## src/rtl/imem_dmem_arbiter_pkg.sv

```systemverilog
// Shared definitions for the instruction/data memory arbiter.
// Bus command encodings, arbiter state type and helpers.
package imem_dmem_arbiter_pkg;

    localparam logic [1:0] BUS_NONE  = 2'b00;
    localparam logic [1:0] BUS_LOAD  = 2'b01;
    localparam logic [1:0] BUS_STORE = 2'b10;

    localparam logic [31:0] NOOP_INST = 32'h0000_0013;

    typedef enum logic [1:0] {
        IDLE   = 2'd0,
        I_WAIT = 2'd1,
        D_WAIT = 2'd2
    } arb_state_t;

    function automatic logic [31:0] word_align(input logic [31:0] a);
        return a & ~32'h3;
    endfunction

    // Reserved encoding 11 never counts as a data request.
    function automatic logic is_dmem_req(input logic [1:0] cmd);
        return (cmd == BUS_LOAD) || (cmd == BUS_STORE);
    endfunction

endpackage

```

## src/rtl/imem_dmem_arbiter_if.sv

```systemverilog
// Processor/memory signal bundle for the IF/MEM memory arbiter.
// master: pipeline + memory side, slave: the arbiter.
interface imem_dmem_arbiter_if;

    logic        if_req;
    logic [31:0] if_addr;
    logic        ex_take_branch_out;
    logic [1:0]  dmem_cmd;
    logic [31:0] dmem_addr;
    logic [31:0] dmem_wdata;
    logic [31:0] mem2proc_data;

    logic [1:0]  proc2mem_command;
    logic [31:0] proc2mem_addr;
    logic [31:0] proc2mem_data;
    logic        if_done;
    logic [31:0] if_data;
    logic        dmem_done;
    logic [31:0] dmem_rdata;
    logic        if_stall;
    logic        dmem_stall;

    modport master (
        output if_req,
        output if_addr,
        output ex_take_branch_out,
        output dmem_cmd,
        output dmem_addr,
        output dmem_wdata,
        output mem2proc_data,
        input  proc2mem_command,
        input  proc2mem_addr,
        input  proc2mem_data,
        input  if_done,
        input  if_data,
        input  dmem_done,
        input  dmem_rdata,
        input  if_stall,
        input  dmem_stall
    );

    modport slave (
        input  if_req,
        input  if_addr,
        input  ex_take_branch_out,
        input  dmem_cmd,
        input  dmem_addr,
        input  dmem_wdata,
        input  mem2proc_data,
        output proc2mem_command,
        output proc2mem_addr,
        output proc2mem_data,
        output if_done,
        output if_data,
        output dmem_done,
        output dmem_rdata,
        output if_stall,
        output dmem_stall
    );

endinterface

```

## src/rtl/imem_dmem_arbiter.sv

```systemverilog
// Arbitrates one fixed-latency memory port between fetch and MEM.
// Data accesses win; fetches are squashed by taken branches.
module imem_dmem_arbiter
    import imem_dmem_arbiter_pkg::*;
#(
    parameter int MEM_LATENCY = 2,
    parameter int CNT_W       = 4
) (
    input logic               clk,
    input logic               rst,
    imem_dmem_arbiter_if.slave bus
);

    localparam logic [CNT_W-1:0] CNT_INIT = CNT_W'(MEM_LATENCY - 1);

    arb_state_t       state;
    logic [CNT_W-1:0] cnt;
    logic             kill;
    logic             is_load;

    logic d_req;
    logic d_issue;
    logic i_issue;
    logic rsp;
    logic i_rsp;
    logic d_rsp;

    always_comb begin
        d_req   = is_dmem_req(bus.dmem_cmd);
        d_issue = ~rst && (state == IDLE) && d_req;
        i_issue = ~rst && (state == IDLE) && ~d_req
                  && bus.if_req && ~bus.ex_take_branch_out;
        rsp     = ~rst && (cnt == '0);
        // A branch in the response cycle itself also squashes the fetch.
        i_rsp   = rsp && (state == I_WAIT)
                  && ~kill && ~bus.ex_take_branch_out;
        d_rsp   = rsp && (state == D_WAIT);
    end

    always_comb begin
        bus.proc2mem_command = BUS_NONE;
        bus.proc2mem_addr    = '0;
        bus.proc2mem_data    = '0;
        if (d_issue) begin
            bus.proc2mem_command = bus.dmem_cmd;
            bus.proc2mem_addr    = word_align(bus.dmem_addr);
            if (bus.dmem_cmd == BUS_STORE) begin
                bus.proc2mem_data = bus.dmem_wdata;
            end
        end else if (i_issue) begin
            bus.proc2mem_command = BUS_LOAD;
            bus.proc2mem_addr    = word_align(bus.if_addr);
        end
    end

    assign bus.if_done    = i_rsp;
    assign bus.if_data    = i_rsp ? bus.mem2proc_data : NOOP_INST;
    assign bus.dmem_done  = d_rsp;
    assign bus.dmem_rdata = (d_rsp && is_load) ? bus.mem2proc_data : '0;
    assign bus.if_stall   = ~rst & bus.if_req & ~i_rsp;
    assign bus.dmem_stall = ~rst & d_req & ~d_rsp;

    always_ff @(posedge clk) begin
        if (rst) begin
            state   <= IDLE;
            cnt     <= '0;
            kill    <= 1'b0;
            is_load <= 1'b0;
        end else begin
            unique case (state)
                IDLE: begin
                    if (d_issue) begin
                        state   <= D_WAIT;
                        cnt     <= CNT_INIT;
                        is_load <= (bus.dmem_cmd == BUS_LOAD);
                    end else if (i_issue) begin
                        state <= I_WAIT;
                        cnt   <= CNT_INIT;
                        kill  <= 1'b0;
                    end
                end
                I_WAIT: begin
                    if (bus.ex_take_branch_out) begin
                        kill <= 1'b1;
                    end
                    if (cnt == '0) begin
                        state <= IDLE;
                    end else begin
                        cnt <= cnt - 1'b1;
                    end
                end
                D_WAIT: begin
                    if (cnt == '0) begin
                        state <= IDLE;
                    end else begin
                        cnt <= cnt - 1'b1;
                    end
                end
                default: begin
                    state <= IDLE;
                end
            endcase
        end
    end

endmodule

```

## src/flat_wrapper.sv

```systemverilog
// flat-port wrapper written by rule: the top's interface ports become plain ports
module imem_dmem_arbiter_flat import imem_dmem_arbiter_pkg::*;
#(
    parameter int MEM_LATENCY = 2,
    parameter int CNT_W       = 4
)
  (clk, rst, bus_if_req, bus_if_addr, bus_ex_take_branch_out, bus_dmem_cmd, bus_dmem_addr, bus_dmem_wdata, bus_mem2proc_data, bus_proc2mem_command, bus_proc2mem_addr, bus_proc2mem_data, bus_if_done, bus_if_data, bus_dmem_done, bus_dmem_rdata, bus_if_stall, bus_dmem_stall);
  imem_dmem_arbiter_if bus_i ();
  input logic clk;
  input logic rst;
  input wire logic [$bits(bus_i.if_req)-1:0] bus_if_req;
  input wire logic [$bits(bus_i.if_addr)-1:0] bus_if_addr;
  input wire logic [$bits(bus_i.ex_take_branch_out)-1:0] bus_ex_take_branch_out;
  input wire logic [$bits(bus_i.dmem_cmd)-1:0] bus_dmem_cmd;
  input wire logic [$bits(bus_i.dmem_addr)-1:0] bus_dmem_addr;
  input wire logic [$bits(bus_i.dmem_wdata)-1:0] bus_dmem_wdata;
  input wire logic [$bits(bus_i.mem2proc_data)-1:0] bus_mem2proc_data;
  output wire logic [$bits(bus_i.proc2mem_command)-1:0] bus_proc2mem_command;
  output wire logic [$bits(bus_i.proc2mem_addr)-1:0] bus_proc2mem_addr;
  output wire logic [$bits(bus_i.proc2mem_data)-1:0] bus_proc2mem_data;
  output wire logic [$bits(bus_i.if_done)-1:0] bus_if_done;
  output wire logic [$bits(bus_i.if_data)-1:0] bus_if_data;
  output wire logic [$bits(bus_i.dmem_done)-1:0] bus_dmem_done;
  output wire logic [$bits(bus_i.dmem_rdata)-1:0] bus_dmem_rdata;
  output wire logic [$bits(bus_i.if_stall)-1:0] bus_if_stall;
  output wire logic [$bits(bus_i.dmem_stall)-1:0] bus_dmem_stall;
  assign bus_i.if_req = bus_if_req;
  assign bus_i.if_addr = bus_if_addr;
  assign bus_i.ex_take_branch_out = bus_ex_take_branch_out;
  assign bus_i.dmem_cmd = bus_dmem_cmd;
  assign bus_i.dmem_addr = bus_dmem_addr;
  assign bus_i.dmem_wdata = bus_dmem_wdata;
  assign bus_i.mem2proc_data = bus_mem2proc_data;
  assign bus_proc2mem_command = bus_i.proc2mem_command;
  assign bus_proc2mem_addr = bus_i.proc2mem_addr;
  assign bus_proc2mem_data = bus_i.proc2mem_data;
  assign bus_if_done = bus_i.if_done;
  assign bus_if_data = bus_i.if_data;
  assign bus_dmem_done = bus_i.dmem_done;
  assign bus_dmem_rdata = bus_i.dmem_rdata;
  assign bus_if_stall = bus_i.if_stall;
  assign bus_dmem_stall = bus_i.dmem_stall;
  imem_dmem_arbiter #(.MEM_LATENCY(MEM_LATENCY), .CNT_W(CNT_W)) u_core (.clk(clk), .rst(rst), .bus(bus_i));
endmodule
```

## config.mk

```make
export PLATFORM = sky130hd
export DESIGN_NAME = imem_dmem_arbiter_flat
export DESIGN_NICKNAME = d
export VERILOG_FILES = /design/src/rtl/imem_dmem_arbiter_pkg.sv /design/src/rtl/imem_dmem_arbiter_if.sv /design/src/rtl/imem_dmem_arbiter.sv /design/src/flat_wrapper.sv
export SDC_FILE = /design/constraint.sdc
export NUM_CORES = 1
export LEC_CHECK = 0
export ABC_AREA = 0
export CORE_AREA = 2 2 104 106
export CTS_CLUSTER_DIAMETER = 120
export DETAILED_ROUTE_END_ITERATION = 10
export DIE_AREA = 0 0 106 108
export GPL_TIMING_DRIVEN = 0
export SYNTH_ARGS = -nofsm -noshare
export SYNTH_HDL_FRONTEND = slang
export SYNTH_SLANG_ARGS = --single-unit
```

## constraint.sdc

```tcl
create_clock -name clk -period 4 [get_ports clk]
set_input_delay 0.4 -clock clk [delete_from_list [all_inputs] [get_ports clk]]
set_output_delay 0.4 -clock clk [all_outputs]
set_load 0.02 [all_outputs]
```

==> out/results.tsv <==
metric	value	unit
outcome	completed	
Fin Clk Skew	1.41	ps
# H-tree levels	1	
worst-path fanout max	10	
final hold viol count	0	
critical path required time	3600	ps
peak supply drop	0.0777	mV
Psw	0.235	mW
DRT antenna net count	0	
antenna violations before repair	0	
die area	11400	µm²
Setup CP Type	input pin to output pin	
Die X	106	µm
Hold Path Class	flip-flop to flip-flop	
root buffer selected by CTS	clkbuf_8	
Max Root-Sink Buffers	2	
Primary FF master, synth	dfxtp_1	
final wirelength	9.79	mm
CTS Sinks	8	
Synth Cell Area	1600	µm²
Post-Synthesis Cells	220	
clk_lat worst skew	230	ps
Placed Cells incl. Taps	617	
number of enable flip-flop cells after synthesis	0	
Comb power frac	70.0	%
Post-synth ARST share	0	%
total number of vias	2630	
P&R area growth vs syn	177	%
Post-DP HPWL	8.51	mm
number of global-route vias before repair	2526	
Unique masters post-synth	40	
final core occ	43.1	%
port buffer count	260	
post-route cell area	4410	µm²
internal power	0.404	mW
# hold bufs at CTS	0	
First-pass DRT Iterations	4	
Worst EP arrival	2920	ps
Ant. Diodes	0	
share of post-route cells with drive strength above 1	5.58	%
routability cong.	0.753	
#FFs+latches synth	8	
RSZ-0062 raised after global routing	no	
Seq pwr share	14.6	%
Max Slew Vio Count	0	
drt via density	4.24	
number of post-CTS setup repair buffers	0	
largest net degree at the start of global routing	11	
CP Launch Type	input pin	
crit end category	output pin	
first-pass GRT wire length	14.3	mm
Initial Util	15.6	%
max-cap violation count	0	
Worst-path clk slew	40	ps
Die H	108	µm
CTS tree	built	
total grt overflow	0	
All-Layer GR Usage	15.5	%
top cell type by total area after synthesis	and2_1	
final setup vio count	0	
area of the core	10200	µm²
Sw Ratio	36.7	%
Peak Freq	301	MHz
ratio of final minimum period to clock period	83.1	%
Synth top area share	24.3	%
1st-iter DRT viols	156	
final std cells w/o fill	620	
Post-CTS Resized	0	
# rows	37	
synth cell count leaders	62 x and2_1, 32 x and3_1, 30 x a22o_1	
sum of negative setup slack	0	ps
shortest period the worst path allows	3320	ps
worst slack, placed	661	ps
Seq/Total Area, Yosys	10.0	%
Clock power frac	15.5	%
min setup slack post-route	677	ps
wire per inst	15.8	µm
Power Dens Cells	145	nW/µm²
I/O pin count	268	
CTS buffer count	3	
DRC Markers	0	
top post-synthesis cells by area	and2_1 24%, a22o_1 16%, and3_1 13%	
Pleak	1.81	nW
top-count cell post-synth	and2_1	
Final #Nets	628	
YS warnings	0	
placed cell areas	4370	µm²
Mean Syn Cell Area	7.25	µm²
worst max-delay path, cell delays in order:
cell and delay (ps):
clkdlybuf4s50_1 530, inv_1 60, ha_1 330, nand2_1 170, nor3_2 320, buf_2 300, a22o_1 180, clkdlybuf4s50_1 630
state kept, by name, summed over array words and instances, names as in the netlist:
register,flops
u_core.cnt,4
u_core.is_load,1
u_core.kill,1
u_core.state,2
final cells by class:
type                    count  area [µm²]
fillers                  1015        5820
repair buffers            260        2600
multi-input cells         184        1290
well taps                 136         170
flip-flops and latches      8         160
plain buffers              23         125
clock buffers               3        41.3
inverters                   6        22.5
cell families after synthesis:
logic type	after synthesis	synth area share, %
adder cells (fa/ha/maj)	8	6.27
flip-flops	8	10.0
other	1	0.235
buffers and inverters	29	9.25
AND/OR/NAND/NOR	122	48.9
AO/OA/AOI/OAI	52	25.3
placed cells by master, fill, tap and decap left out, types with 2 or more instances in the layout:
master	instances
buf_2	7
conb_1	2
a31oi_1	2
a211oi_1	2
inv_1	6
nand2_1	4
or3_1	3
ha_1	8
clkdlybuf4s50_1	260
nor2_2	2
dfxtp_1	8
clkbuf_8	3
nor2_1	3
and3_1	32
buf_4	7
nand2b_1	2
clkbuf_2	3
clkbuf_1	5
and2_1	62
o21ai_0	3
a21oi_1	6
a21o_1	2
nor2b_1	3
o21a_1	2
a22o_1	30
per-stage QoR:
stage	total power [mW]	hold slack [ps]
2_1_floorplan	0.288	443
3_3_place_gp	0.536	454
3_5_place_dp	0.541	468
4_1_cts	0.644	485
5_1_grt	0.676	515
6_report	0.639	485
worst paths after layout:
path	start	endpoint	slack (ps)	cells past startpoint
setup reg to reg	u_core.state[0]	u_core.cnt[1]	2220	6
hold / removal	u_core.kill	u_core.kill	490	2
hold reg to reg	u_core.kill	u_core.kill	490	2
setup / recovery	bus_dmem_cmd[0]	bus_proc2mem_addr[30]	680	8
power groups by stage:
stage	registers [mW]	logic, mW	clock network [mW]
2_1_floorplan	0.0930	0.195	0
3_3_place_gp	0.0941	0.442	0
3_5_place_dp	0.0943	0.447	0
4_1_cts	0.0930	0.450	0.101
5_1_grt	0.0940	0.477	0.105
6_report	0.0932	0.447	0.0987
routing by layer:
metal,vias to the layer above,track usage [%],part of all wire (%)
li1,1303,-,-
met1,1166,18.4,40
met2,148,28.8,51
met3,13,3.86,7.6
met4,0,2.26,1.4
met5,-,0,0
No activity file was read; power rests on OpenSTA's default activity.
